[config.mk]
export PLATFORM = sky130hd
export DESIGN_NAME = sr_bank_driver
export DESIGN_NICKNAME = d
export VERILOG_FILES = /design/src/rtl/sr_bank_driver.sv
export SDC_FILE = /design/constraint.sdc
export NUM_CORES = 1
export LEC_CHECK = 0
export BUFFER_PORTS_ARGS = -buffer_cell sky130_fd_sc_hd__buf_4
export CORE_MARGIN = 4
export CORE_UTILIZATION = 30
export DETAILED_ROUTE_END_ITERATION = 7
export SLEW_MARGIN = 15
export SYNTH_ARGS = -nofsm -noshare
export SYNTH_HDL_FRONTEND = slang
export SYNTH_SLANG_ARGS = --single-unit
[constraint.sdc]
create_clock -name clk -period 3.7 [get_ports clk]
set_clock_uncertainty 0.15 [all_clocks]
set_input_delay 0.37 -clock clk [delete_from_list [all_inputs] [get_ports clk]]
set_output_delay 0.37 -clock clk [all_outputs]
set_load 0.02 [all_outputs]
[src/rtl/sr_bank_driver.sv]
// Write-side driver for a bank of external SR latch cells: turns accepted data
// words into timed, non-overlapping set/reset pulses and keeps a shadow copy.
module sr_bank_driver #(
    parameter int WIDTH        = 8,
    parameter int PULSE_CYCLES = 2,
    parameter int GAP_CYCLES   = 1
) (
    input  logic             clk,
    input  logic             reset,
    input  logic             in_valid,
    output logic             in_ready,
    input  logic [WIDTH-1:0] in_d,
    output logic [WIDTH-1:0] out_s,
    output logic [WIDTH-1:0] out_r,
    output logic [WIDTH-1:0] out_q,
    output logic             busy
);

    localparam int MAX_CYC = (PULSE_CYCLES > GAP_CYCLES) ? PULSE_CYCLES : GAP_CYCLES;
    localparam int CW      = $clog2(MAX_CYC + 1);
    localparam logic [CW-1:0] PULSE_LOAD = CW'(PULSE_CYCLES - 1);
    localparam logic [CW-1:0] GAP_LOAD   = CW'((GAP_CYCLES > 0) ? GAP_CYCLES - 1 : 0);

    typedef enum logic [1:0] {IDLE, PULSE, GAP} state_t;

    state_t            state_q, state_d;
    logic [CW-1:0]     cnt_q, cnt_d;
    logic [WIDTH-1:0]  s_q, s_d;
    logic [WIDTH-1:0]  r_q, r_d;
    logic [WIDTH-1:0]  shadow_q, shadow_d;
    logic              force_all_q, force_all_d;
    logic [WIDTH-1:0]  set_mask, rst_mask;
    logic              accept;

    // A bit is pulsed only when it differs from the shadow, unless the bank
    // contents are unknown (first write after reset), in which case all bits go.
    for (genvar gi = 0; gi < WIDTH; gi++) begin : g_mask
        assign set_mask[gi] =  in_d[gi] & (force_all_q | ~shadow_q[gi]);
        assign rst_mask[gi] = ~in_d[gi] & (force_all_q |  shadow_q[gi]);
    end

    assign accept = in_valid && (state_q == IDLE);

    always_comb begin
        state_d     = state_q;
        cnt_d       = cnt_q;
        s_d         = s_q;
        r_d         = r_q;
        shadow_d    = shadow_q;
        force_all_d = force_all_q;
        case (state_q)
            IDLE: begin
                if (accept) begin
                    force_all_d = 1'b0;
                    if (|(set_mask | rst_mask)) begin
                        state_d = PULSE;
                        cnt_d   = PULSE_LOAD;
                        s_d     = set_mask;
                        r_d     = rst_mask;
                    end
                end
            end
            PULSE: begin
                if (cnt_q == '0) begin
                    shadow_d = (shadow_q | s_q) & ~r_q;
                    s_d      = '0;
                    r_d      = '0;
                    if (GAP_CYCLES > 0) begin
                        state_d = GAP;
                        cnt_d   = GAP_LOAD;
                    end else begin
                        state_d = IDLE;
                    end
                end else begin
                    cnt_d = cnt_q - CW'(1);
                end
            end
            GAP: begin
                if (cnt_q == '0) begin
                    state_d = IDLE;
                end else begin
                    cnt_d = cnt_q - CW'(1);
                end
            end
            default: begin
                state_d = IDLE;
                s_d     = '0;
                r_d     = '0;
            end
        endcase
    end

    always_ff @(posedge clk or posedge reset) begin
        if (reset) begin
            state_q     <= IDLE;
            cnt_q       <= '0;
            s_q         <= '0;
            r_q         <= '0;
            shadow_q    <= '0;
            force_all_q <= 1'b1;
        end else begin
            state_q     <= state_d;
            cnt_q       <= cnt_d;
            s_q         <= s_d;
            r_q         <= r_d;
            shadow_q    <= shadow_d;
            force_all_q <= force_all_d;
        end
    end

    // Pulse outputs come straight from flops so the latch bank never sees glitches.
    assign out_s    = s_q;
    assign out_r    = r_q;
    assign out_q    = shadow_q;
    assign in_ready = (state_q == IDLE);
    assign busy     = (state_q != IDLE);

endmodule

==> results of run 1 <==
[layout make-up]
class                           instances  area, um^2  share of cell area
Tap cell                               70        87.6              0.0435
Sequential cell                        29         727               0.361
Inverter                               16        60.1              0.0298
Clock buffer                            8        90.1              0.0447
Timing Repair Buffer                   37         278               0.138
Multi-Input combinational cell        121         772               0.383
[power by group]
part	total, mW	switching [mW]	internal [mW]
combinational	0.884	0.520	0.364
sequential	0.584	0.141	0.443
clock	0.266	0.114	0.151
[sequential cells by signal, summed over array words and instances (netlist names)]
signal       flops
out_s            8
cnt_q            2
force_all_q      1
state_q          2
out_r            8
out_q            8
[critical path: cells and delay by family (launching register included)]
family	cells	cell delay [ps]
buf+inv	2	190
flops	1	400
fa+ha+maj	1	250
simple gates	3	970
compound gates	1	290
[worst paths after layout]
check                                   end  slack (ps)  depth (start not counted)
max in group asynchronous          out_q[4]        2720                          3
worst min register to register     out_q[1]         320                          1
min in group clk                force_all_q         220                          2
worst max-delay path               out_r[4]        1390                          7
worst min-delay path               out_r[0]          50                          2
worst max register to register     out_r[4]        1390                          7
[logic make-up after synthesis]
kind of cell / synth area share
XOR/XNOR: 0.0441
AND/OR/NAND/NOR: 0.147
adder cells (fa/ha/maj): 0.0551
flip-flops: 0.457
AO/OA/AOI/OAI: 0.233
multiplexers: 0.00630
buffers and inverters: 0.0567
[cell usage in the layout, fill, tap and decap left out, drive strengths merged]
| cell | n |
|---|---|
| a21boi | 1 |
| a21o | 4 |
| a21oi | 18 |
| a221oi | 5 |
| a22oi | 1 |
| a2bb2oi | 1 |
| and2 | 1 |
| buf | 37 |
| clkbuf | 8 |
| dfrtp | 28 |
| dfstp | 1 |
| ha | 7 |
| inv | 16 |
| mux2i | 1 |
| nand2 | 12 |
| nand3 | 9 |
| nor2 | 14 |
| nor2b | 4 |
| nor3 | 6 |
| o21ai | 16 |
| o22a | 1 |
| o2bb2ai | 6 |
| o31a | 1 |
| o31ai | 1 |
| or3 | 3 |
| or4 | 1 |
| xnor2 | 5 |
| xor2 | 3 |
[per-layer routing]
metal	share of wire	routed length [um]	vias to the layer above	GRT usage
met5	0	0	-	0
met4	0.0077	29	0	0.0642
met3	0.050	189	2	0.0366
met2	0.46	1740	28	0.201
met1	0.48	1780	602	0.168
li1	-	-	673	-
==> flow_metrics.tcl, run 1 <==
set metrics [dict create \
    startpoint_type "flip-flop" \
    fmax_mhz 433 \
    setup_viol 0 \
    synth_area_mm2 0.00159 \
    place_congestion 0.735 \
    detailed_place_hpwl_um 2690 \
    cts_resized 0 \
    finalSetupTns_ps 0 \
    rsz0062_at_grt "false" \
    crit_arrival_ps 2370 \
    vias 1305 \
    cts.clk_slew.worst_paths_ps 60 \
    core_area_mm2 0.00511 \
    synthDistinctLibCells 28 \
    post_cts_buffers 0 \
    clock_latency_ps 280 \
    vdd_drop_max_uv 322 \
    synth_area_leaders "dfrtp_1 (44%), a21oi_1 (5.7%), ha_1 (5.5%)" \
    syn_avg_cell_area_um2 9.13 \
    worstReg2RegStart "cnt_q[0]" \
    slew_headroom 0.547 \
    hold_path.class "input port to asynchronous set/reset pin" \
    synth_top_area_frac 0.441 \
    area_growth_pct 26.8 \
    period_needed_ps 2310 \
    synth_edf_count 0 \
    cts_hold_buf 0 \
    fin_util 0.394 \
    worst_slack_ps 1390 \
    filler_cell_count 540 \
    fp.dieH_um 80.8 \
    antenna_found_initial 0 \
    antenna_left 0 \
    powerDensity_mw_per_mm2 861 \
    synth.most_common_cell "dfrtp_1" \
    finalCritPeriodShare 0.624 \
    startpoint "cnt_q[0]" \
    status "completed" \
    clock_path_buffers 2 \
    crit_chain "inv_1 > ha_1 > inv_1 > a21oi_1 > nand3_1 > or3_1 > nand3_1" \
    design_area_mm2 0.00201 \
    yosysTopAreaCell "dfrtp_1" \
    clockRootBuffer "clkbuf_8" \
    routedWlPerCell_um 13.3 \
    synth-main-ff-cell "dfrtp_1" \
    critPathMaxFanout 12 \
    dieWidth_um 80.8 \
    ys_warn_count 0 \
    power_leakage_nw 0.961 \
    layout.cells.non_filler 281 \
    insertedDiodeCount 0 \
    crit_path_end_kind "flip-flop" \
    drt_first_pass_iters 4 \
    grt_max_degree 19 \
    postSynthCellCount 174 \
    floorplan.initialDensity 0.311 \
    dp_slack_ps 1420 \
    grt.total_usage 0.130 \
    io_pins 37 \
    grt_remaining_overflow 0 \
    clock-sinks 29 \
    synth_commonest_cells "dfrtp_1 (28), a21oi_1 (18), inv_1 (16), o21ai_0 (15), nor2_1 (14)" \
    p_total_mw 1.73 \
    port_buffers 36 \
    tightest_slew_ps 679 \
    dpl.cell_count 273 \
    slew_viol_final 0 \
    ys_seq_elements 29 \
    cts_buffers 5 \
    first_global_vias 1382 \
    wl_um 3740 \
    synthesis.nets 192 \
    max_stage_delay_ps 470 \
    drc_errors 0 \
    num_rows 26 \
    critPathRequiredTime_ps 3760 \
    crit_path_top_delay_cell "or3_1" \
    drtIter0Drc 69 \
    die_area_mm2 0.00653 \
    tritoncts "built" \
    place_area_mm2 0.00192 \
    holdWs_ps 45.8 \
    drive_gt1_frac 0.223 \
    via_per_inst 4.64 \
    grt_pass1_wl_um 6590 \
    yosysSeqAreaShare 0.457 \
    h-tree-depth 2 \
    synthArstFlopShare 1.00 \
    fin_nets 228 \
    hold_violations 0 \
    crit_type "flip-flop to flip-flop" \
    cap_violations 0 \
]
No activity file was read; power rests on OpenSTA's default activity.
==> run 2: changes to the inputs <==
--- a/config.mk
+++ b/config.mk
@@ -5,6 +5,7 @@
 export SDC_FILE = /design/constraint.sdc
 export NUM_CORES = 1
 export LEC_CHECK = 0
+export ABC_AREA = 1
 export BUFFER_PORTS_ARGS = -buffer_cell sky130_fd_sc_hd__buf_4
 export CORE_MARGIN = 4
 export CORE_UTILIZATION = 30
==> constraint.sdc (replaced) <==
create_clock -name clk -period 1.94 [get_ports clk]
set_clock_uncertainty 0.15 [all_clocks]
set_input_delay 0.194 -clock clk [delete_from_list [all_inputs] [get_ports clk]]
set_output_delay 0.194 -clock clk [all_outputs]
set_load 0.02 [all_outputs]
==> flow_metrics.tcl, run 2 <==
set metrics [dict create \
    status "completed" \
    crit_path_end_kind "flip-flop" \
    io_pins 37 \
    cp_top_family "simple AND/OR/NAND/NOR gates" \
    drive_gt1_frac 0.357 \
    die_area_mm2 0.00708 \
    fin_nets 286 \
    wl_um 4550 \
    muxShareOfSynthArea 0 \
    vdd_drop_max_uv 619 \
    slew_viol_final 0 \
    power_leakage_nw 1.23 \
    synth_area_mm2 0.00174 \
    syn_avg_cell_area_um2 7.91 \
    yosysSeqAreaShare 0.418 \
    floorplan.initialDensity 0.312 \
    dp_slack_ps 50.2 \
    drt_first_pass_iters 4 \
    wl_met2_um 2040 \
    wl_met1_um 2160 \
    via_per_inst 4.77 \
    worst_slack_ps 90.9 \
    rsz0062_at_grt "true" \
    critPathRequiredTime_ps 1960 \
    max_stage_delay_ps 410 \
    fp.dieH_um 84.2 \
    clock_latency_ps 280 \
    grt_remaining_overflow 0 \
    setup_viol 0 \
    h-tree-depth 2 \
    holdWs_ps 52.7 \
    ff2ff_setup_slack_ps 90 \
    filler_cell_count 582 \
    synth-simple-area-share 0.367 \
    drtIter0Drc 48 \
    antenna_found_initial 0 \
    layout_commonest_cell "nand2_1" \
    routedWlPerCell_um 13.3 \
    clockRootBuffer "clkbuf_8" \
    synth_compound_area_frac 0.0690 \
    powerDensity_mw_per_mm2 1510 \
    synth_commonest_cells "nand2_1 (58), dfrtp_1 (28), inv_1 (22), nor2_1 (21), nand4_1 (19)" \
    period_needed_ps 1850 \
    detailed_place_hpwl_um 3020 \
    ys_seq_elements 29 \
    synth_fa_ha_area_frac 0.0503 \
    crit_top_cell "nand2_1" \
    final_cell_mix "nand2_1 (49), buf_4 (43), dfrtp_1 (28), inv_1 (22)" \
    postSynthCellCount 220 \
    synth_area_leaders "dfrtp_1 (40%), nand2_1 (13%), nand4_1 (6.8%)" \
    cap_violations 0 \
    grt_max_degree 30 \
    dieWidth_um 84.2 \
    port_buffers 36 \
    hold_path.class "input port to flip-flop" \
    insertedDiodeCount 0 \
    crit_buf_inv 4 \
    antenna_left 0 \
    synth-main-ff-cell "dfrtp_1" \
    grt.total_usage 0.129 \
    finalCritPeriodShare 0.953 \
    route.met3.wl_um 257 \
    clock_path_buffers 2 \
    top_layer "met4" \
    hold_violations 0 \
    synthArstFlopShare 1.00 \
    critPathMaxFanout 5 \
    synthDistinctLibCells 26 \
    first_global_vias 1535 \
    num_rows 27 \
    synthesis.nets 238 \
    cts_buffers 5 \
    synth_top_area_frac 0.403 \
    crit_path_top_delay_cell "dfstp_2" \
    startpoint_type "flip-flop" \
    finalSetupTns_ps 0 \
    crit_chain "buf_4 > o21ai_2 > nand2_1 > clkinv_1 > nand2_1 > nor2_2 > nand3_4 > buf_12 > buf_12 > nand4_1 > nand2_1" \
    synth_edf_count 0 \
    grt_pass1_wl_um 7380 \
    cts.clk_slew.worst_paths_ps 60 \
    crit_type "flip-flop to flip-flop" \
    yosysTopAreaCell "dfrtp_1" \
    area_growth_pct 35.7 \
    fmax_mhz 541 \
    synth_xor_area_frac 0 \
    slew_headroom 0.754 \
    drc_errors 0 \
    tightest_slew_ps 369 \
    vias 1625 \
    core_area_mm2 0.00557 \
    ys_warn_count 0 \
    tritoncts "built" \
    crit_arrival_ps 1870 \
    synth.most_common_cell "nand2_1" \
    synth_top_family_by_area "simple AND/OR/NAND/NOR gates" \
    place_congestion 0.760 \
    clock-sinks 29 \
]
run 2: cell count changes in the layout (fill, tap and decap cells not counted), sizes merged, moves of 4 or more:
cell and delta:
a22oi +7, o21ai -13, a221oi -5, nor2 +16, nand2 +56, o2bb2ai -6
a21oi -12, buf +9, clkinv +5, nand4 +19, nor2b -4, inv +7
a21o -4, xnor2 -5
run 2: through the flow:
step	total power [mW]	area (um^2)	utilization	cells
final	3.57	2360	0.424	341
after global routing	3.87	2360	0.424	341
after CTS	3.42	2220	0.398	338
after detailed placement	2.92	2120	0.380	328
after global placement	2.90	2120	0.380	328
after floorplan	2.33	1740	-	220
run 2: worst register-to-register path, stage by stage (launching register included):
cell	delay, ps
dfstp_2	410
buf_4	170
o21ai_2	130
nand2_1	70
clkinv_1	40
nand2_1	50
nor2_2	140
nand3_4	150
buf_12	180
buf_12	120
nand4_1	70
nand2_1	50
run 2: what timing repair did:
action / CTS / global route
endpoints found under the hold margin: 29 / 0
endpoints found under the setup margin: 0 / 20
setup buffers: 0 / 1
hold buffers: 2 / 0
gates resized for setup: 0 / 21
run 2: power breakdown:
group | switching (mW) | total [mW] | internal (mW)
sequential | 0.244 | 1.07 | 0.821
combinational | 1.22 | 2.03 | 0.806
clock | 0.231 | 0.479 | 0.248
run 2: path summary, 6_finish.rpt:
kind	depth (start not counted)	start	endpoint
setup / recovery	11	force_all_q	out_r[4]
hold / removal	4	in_d[1]	out_r[1]
setup reg to reg	11	force_all_q	out_r[4]
hold reg to reg	1	out_r[5]	out_q[5]
max in group asynchronous	4	reset	force_all_q
min in group asynchronous	4	reset	out_s[7]
run 2: final cells by class:
cell class | count | area, um^2 | share of cell area
Tap cell | 72 | 90.1 | 0.0382
Timing Repair Buffer | 49 | 419 | 0.178
Sequential cell | 29 | 727 | 0.308
Multi-Input combinational cell | 157 | 940 | 0.398
Clock buffer | 6 | 72.6 | 0.0307
Inverter | 26 | 103 | 0.0435
Clock inverter | 2 | 10.0 | 0.00424
run 2: cell families (layout without fill, tap and decap cells):
logic type / after synthesis / in the layout
simple gates: 131 / 132
compound gates: 18 / 18
flops: 29 / 29
buf+inv: 35 / 83
fa+ha+maj: 7 / 7
run 2: metal layers:
metal | track usage | up-vias
met5 | 0 | -
met4 | 0.0526 | 0
met3 | 0.0324 | 9
met2 | 0.197 | 42
met1 | 0.175 | 759
li1 | - | 815
